File: config.mk
export PLATFORM = sky130hd
export DESIGN_NAME = prog_loader
export DESIGN_NICKNAME = d
export VERILOG_FILES = /design/src/rtl/prog_loader.sv
export SDC_FILE = /design/constraint.sdc
export NUM_CORES = 1
export LEC_CHECK = 0
export ABC_AREA = 1
export CORE_MARGIN = 2
export CORE_UTILIZATION = 45
export DETAILED_ROUTE_END_ITERATION = 10
export PLACE_DENSITY_LB_ADDON = 0.25
export REMOVE_ABC_BUFFERS = 1
export SLEW_MARGIN = 20
export SYNTH_ARGS = -nofsm -noshare
export SYNTH_HDL_FRONTEND = slang
export SYNTH_SLANG_ARGS = --single-unit
File: constraint.sdc
create_clock -name clk -period 1.97 [get_ports clk]
set_clock_uncertainty 0.05 [all_clocks]
set_input_delay 0.394 -clock clk [delete_from_list [all_inputs] [get_ports clk]]
set_output_delay 0.394 -clock clk [all_outputs]
set_load 0.01 [all_outputs]
File: src/rtl/prog_loader.sv
// Byte-serial program loader: assembles little-endian 32-bit words from pin strobes and writes instruction memory.
// Optional running byte checksum enabled with `define PROG_LOADER_CHECKSUM_EN.
module prog_loader #(
   parameter int ADDR_W      = 6,
   parameter int SYNC_STAGES = 2
) (
   input  logic              clk,
   input  logic              rst,
   input  logic              load_en,
   input  logic              strobe,
   input  logic [7:0]        data_in,
   output logic              imem_we,
   output logic [ADDR_W-1:0] imem_addr,
   output logic [31:0]       imem_wdata,
   output logic              cpu_hold,
   output logic              busy,
   output logic [ADDR_W:0]   word_count,
   output logic              err_partial,
   output logic              err_overflow,
   output logic [7:0]        checksum
);

   typedef enum logic [1:0] {S_IDLE, S_LOAD, S_WRITE} state_t;

   state_t                 state;
   logic [SYNC_STAGES-1:0] load_sync;
   logic [SYNC_STAGES-1:0] strobe_sync;
   logic                   load_prev;
   logic                   strobe_prev;
   logic [1:0]             byte_idx;
   logic [23:0]            asm_q;
   logic                   we_q;

   logic load_s;
   logic strobe_s;
   logic load_rise;
   logic strobe_edge;
   logic capture;

   assign load_s      = load_sync[SYNC_STAGES-1];
   assign strobe_s    = strobe_sync[SYNC_STAGES-1];
   assign load_rise   = load_s & ~load_prev;
   assign strobe_edge = strobe_s & ~strobe_prev;
   // A strobe edge that coincides with load_en dropping is not a capture.
   assign capture     = strobe_edge & load_s & (state != S_IDLE);

   // Gate with rst so no write can escape on the cycle reset is applied.
   assign imem_we = we_q & ~rst;

   always_ff @(posedge clk) begin
      if (rst) begin
         state        <= S_IDLE;
         load_sync    <= '0;
         strobe_sync  <= '0;
         load_prev    <= 1'b0;
         strobe_prev  <= 1'b0;
         byte_idx     <= 2'd0;
         asm_q        <= '0;
         we_q         <= 1'b0;
         imem_addr    <= '0;
         imem_wdata   <= '0;
         cpu_hold     <= 1'b0;
         busy         <= 1'b0;
         word_count   <= '0;
         err_partial  <= 1'b0;
         err_overflow <= 1'b0;
      end else begin
         load_sync   <= {load_sync[SYNC_STAGES-2:0], load_en};
         strobe_sync <= {strobe_sync[SYNC_STAGES-2:0], strobe};
         load_prev   <= load_s;
         strobe_prev <= strobe_s;
         we_q        <= 1'b0;
         case (state)
            S_IDLE: begin
               if (load_rise) begin
                  state        <= S_LOAD;
                  cpu_hold     <= 1'b1;
                  busy         <= 1'b1;
                  imem_addr    <= '0;
                  word_count   <= '0;
                  byte_idx     <= 2'd0;
                  err_partial  <= 1'b0;
                  err_overflow <= 1'b0;
               end
            end
            S_LOAD: begin
               if (!load_s) begin
                  if (byte_idx != 2'd0) err_partial <= 1'b1;
                  byte_idx <= 2'd0;
                  state    <= S_IDLE;
                  cpu_hold <= 1'b0;
                  busy     <= 1'b0;
               end else if (capture) begin
                  byte_idx <= byte_idx + 2'd1;
                  case (byte_idx)
                     2'd0: asm_q[7:0]   <= data_in;
                     2'd1: asm_q[15:8]  <= data_in;
                     2'd2: asm_q[23:16] <= data_in;
                     default: begin
                        state      <= S_WRITE;
                        imem_wdata <= {data_in, asm_q};
                        // Memory already full: drop the word and flag it.
                        if (word_count[ADDR_W]) err_overflow <= 1'b1;
                        else                    we_q         <= 1'b1;
                     end
                  endcase
               end
            end
            S_WRITE: begin
               if (we_q) begin
                  imem_addr  <= imem_addr + 1'b1;
                  word_count <= word_count + 1'b1;
               end
               if (!load_s) begin
                  state    <= S_IDLE;
                  cpu_hold <= 1'b0;
                  busy     <= 1'b0;
               end else begin
                  state <= S_LOAD;
                  if (capture) begin
                     asm_q[7:0] <= data_in;
                     byte_idx   <= 2'd1;
                  end
               end
            end
            default: state <= S_IDLE;
         endcase
      end
   end

`ifdef PROG_LOADER_CHECKSUM_EN
   always_ff @(posedge clk) begin
      if (rst)                              checksum <= 8'h00;
      else if (state == S_IDLE && load_rise) checksum <= 8'h00;
      else if (capture)                      checksum <= checksum + data_in;
   end
`else
   assign checksum = 8'h00;
`endif

endmodule
==> flow_summary.yaml <==
sta:
  finalCritPeriodShare: 0.914
  final_max_slew_viol_count: 0
  fmaxAchievable_mhz: 555
  min_period_ns: 1.80
  grt_setup_unrepaired: "false"
  setup_viol: 0
  hold_slack_ns: 0.354
  hold_viol: 0
critical_path:
  max_stage_delay_ns: 0.57
  crit_family: "buffers and inverters"
  path_max_fanout: 6
  worstPathRequired_ns: 1.53
  cp_slowest_cell: "clkdlybuf4s50_1"
  crit_path_end_kind: "output port"
  cp-start-kind: "flop"
  critical_path_class: "reg -> out"
  worstPathCellList: "clkdlybuf4s50_1"
  reg2reg_slack_ns: 0.19
  worstRegToRegCells: 8
  arrival_ns: 1.36
  path_depth: 1
  cp_num_buf_inv: 1
global_route:
  grt_pass1_vias: 2651
  overflow: 0
  grt_pass1_wl_um: 11900
  grt_max_degree: 63
  grt_usage: 0.174
  antenna_found_initial: 0
yosys:
  syn_area_per_cell_sq_um: 7.65
  synth.distinct_cells: 22
  syn_area_sq_um: 3360
  ys_seq_area_frac: 0.494
  synthCells: 440
  ys_ff_latch: 83
  yosys_warnings: 0
drt:
  ant_nets: 0
  wl_um: 7050
  dr.pass1.iters: 5
  wl_per_cell_um: 11.6
  drtIter0Drc: 110
  via_per_inst: 4.83
  drc: 0
  via_count: 2944
die:
  io_pins: 70
  die_area_sq_um: 8180
  rows: 31
  initial_core_util: 0.464
  die_w_um: 90.5
  die_h_um: 90.5
  coreArea_sq_um: 7250
clock_tree:
  cts_buffers: 9
  ctsHtreeMaxLevel: 3
  clk_pin_slew_ns: 0.09
  cts_tree: "done"
  ctsHoldBuffers: 0
  clk_path_buf_depth: 2
  clock_latency_ns: 0.35
  clock-root-buffer: "clkbuf_8"
  clock_sinks: 83
placement:
  dpl.hpwl_um: 4920
  placed_area_sq_um: 4080
  gp_congestion: 0.874
  portBuffers: 61
hold_path:
  whs_path_depth: 2
  hold_class: "reg -> reg"
final_layout:
  syn2layout_area_growth_pct: 27.4
  final_cell_area_sq_um: 4290
  drive_gt1_frac: 0.0725
  diodes: 0
  finalNetCount: 527
pwr:
  seqPwrFrac: 0.524
  power.leakage_nw: 1.79
  p_per_area_nw_per_um2: 769
  combPwrFrac: 0.095
  ir_worst_vdd_mv: 0.619
  swShare: 0.261
  finalPower_w: 0.00330
  clkPwrFrac: 0.382
  power_switching_w: 0.000860
  intPower_w: 0.00244
run:
  cap_viol_max_count: 0
run_status:
  status: "complete, no violations"
## power groups by stage
stage	clock network [W]	registers, W	logic, W
2_1_floorplan	0	0.00177	0.000173
3_3_place_gp	0	0.00176	0.000306
3_5_place_dp	0	0.00177	0.000312
4_1_cts	0.00129	0.00173	0.000314
5_1_grt	0.00135	0.00173	0.000353
6_report	0.00126	0.00173	0.000313
## layout by cell type, fill, tap and decap left out, drive strengths merged
master	instances
nand3	10
clkinvlp	2
clkbuf	9
inv	57
clkdlybuf4s50	60
nand4	6
o21ai	65
dlygate4sd2	1
nand2	47
a21oi	47
ha	10
conb	8
bufinv	1
clkinv	1
nor2	85
buf	13
o211ai	1
dfxtp	83
nor3	4
## worst register-to-register path, cell delays in order (launching register included)
cell and delay, ns:
dfxtp_1 0.41, inv_1 0.09, ha_1 0.22, nor2_2 0.18, nand3_2 0.15, nor2_4 0.16
buf_4 0.24, o21ai_0 0.11, a21oi_1 0.12
## cell usage after synthesis
cell	n	area [sq um]
dfxtp_1	83	1660
buf_6	4	45.0
nor2_2	3	18.8
nor2_4	1	11.3
nor2_1	81	304
nand4_1	6	37.5
buf_4	11	82.6
o21ai_0	61	305
conb_1	1	3.75
nor3_1	4	20.0
o21ai_1	4	20.0
buf_2	5	25.0
inv_1	52	195
inv_2	2	7.51
clkbuf_2	1	5.00
a21oi_1	47	235
o211ai_1	1	7.51
nand3_1	9	45.0
ha_1	10	125
nand3_2	1	10.0
clkbuf_1	6	22.5
nand2_1	47	176
## cell families (layout without fill, tap and decap cells)
| family | count (synthesis) | after routing | synth area share |
|---|---|---|---|
| adder cells (fa/ha/maj) | 10 | 10 | 0.0372 |
| AO/OA/AOI/OAI | 113 | 113 | 0.169 |
| flip-flops | 83 | 83 | 0.494 |
| AND/OR/NAND/NOR | 152 | 152 | 0.185 |
| other | 1 | 8 | 0.00111 |
| buffers and inverters | 81 | 144 | 0.114 |
## stage by stage
step / setup TNS (ns) / util / std cells / worst slack, ns
4_1_cts: 0 / 0.591 / 609 / 0.152
6_report: 0 / 0.591 / 609 / 0.169
3_3_place_gp: -0.0563 / 0.563 / 593 / -0.0563
3_5_place_dp: -0.0521 / 0.563 / 593 / -0.0521
2_1_floorplan: -1.82 / - / 420 / -0.108
5_1_grt: 0 / 0.591 / 609 / 0.00312
## flip-flops by register name (all words and copies together) (netlist names)
signal	flops
asm_q	24
busy	1
byte_idx	2
err_overflow	1
err_partial	1
imem_addr	6
imem_wdata	32
load_prev	1
load_sync	2
state	2
strobe_prev	1
strobe_sync	2
we_q	1
word_count	7
## cell type report
class,count,area [sq um]
clock buffer,9,124
clock inverter,7,82.6
fill,690,2970
inverter,54,203
multi-input combinational,283,1350
sequential,83,1660
tap,99,124
timing repair buffer,74,744
## routing by layer
layer	part of all wire	wire (um)	global-route usage
met3	0.037	258	0.0351
met5	0	0	0
met1	0.48	3400	0.225
met4	0.016	110	0.0654
met2	0.47	3280	0.285
## final timing paths
| kind | from | endpoint |
|---|---|---|
| max | imem_addr[2]$_SDFFE_PP0P_ | imem_addr[2] |
| min reg2reg | strobe_sync[0]$_SDFF_PP0_ | strobe_sync[1]$_SDFF_PP0_ |
| max reg2reg | state[0]$_SDFFE_PP0P_ | imem_wdata[18]$_SDFFE_PP0P_ |
| min | strobe_sync[0]$_SDFF_PP0_ | strobe_sync[1]$_SDFF_PP0_ |
## what timing repair did
| action | CTS | global route |
|---|---|---|
| endpoints found under the hold margin | 0 | 0 |
| buffers inserted | 0 | 0 |
| endpoints found under the setup margin | 1 | 0 |
| gates resized for setup | 2 | 0 |
Power figures use the tool's default switching activity.
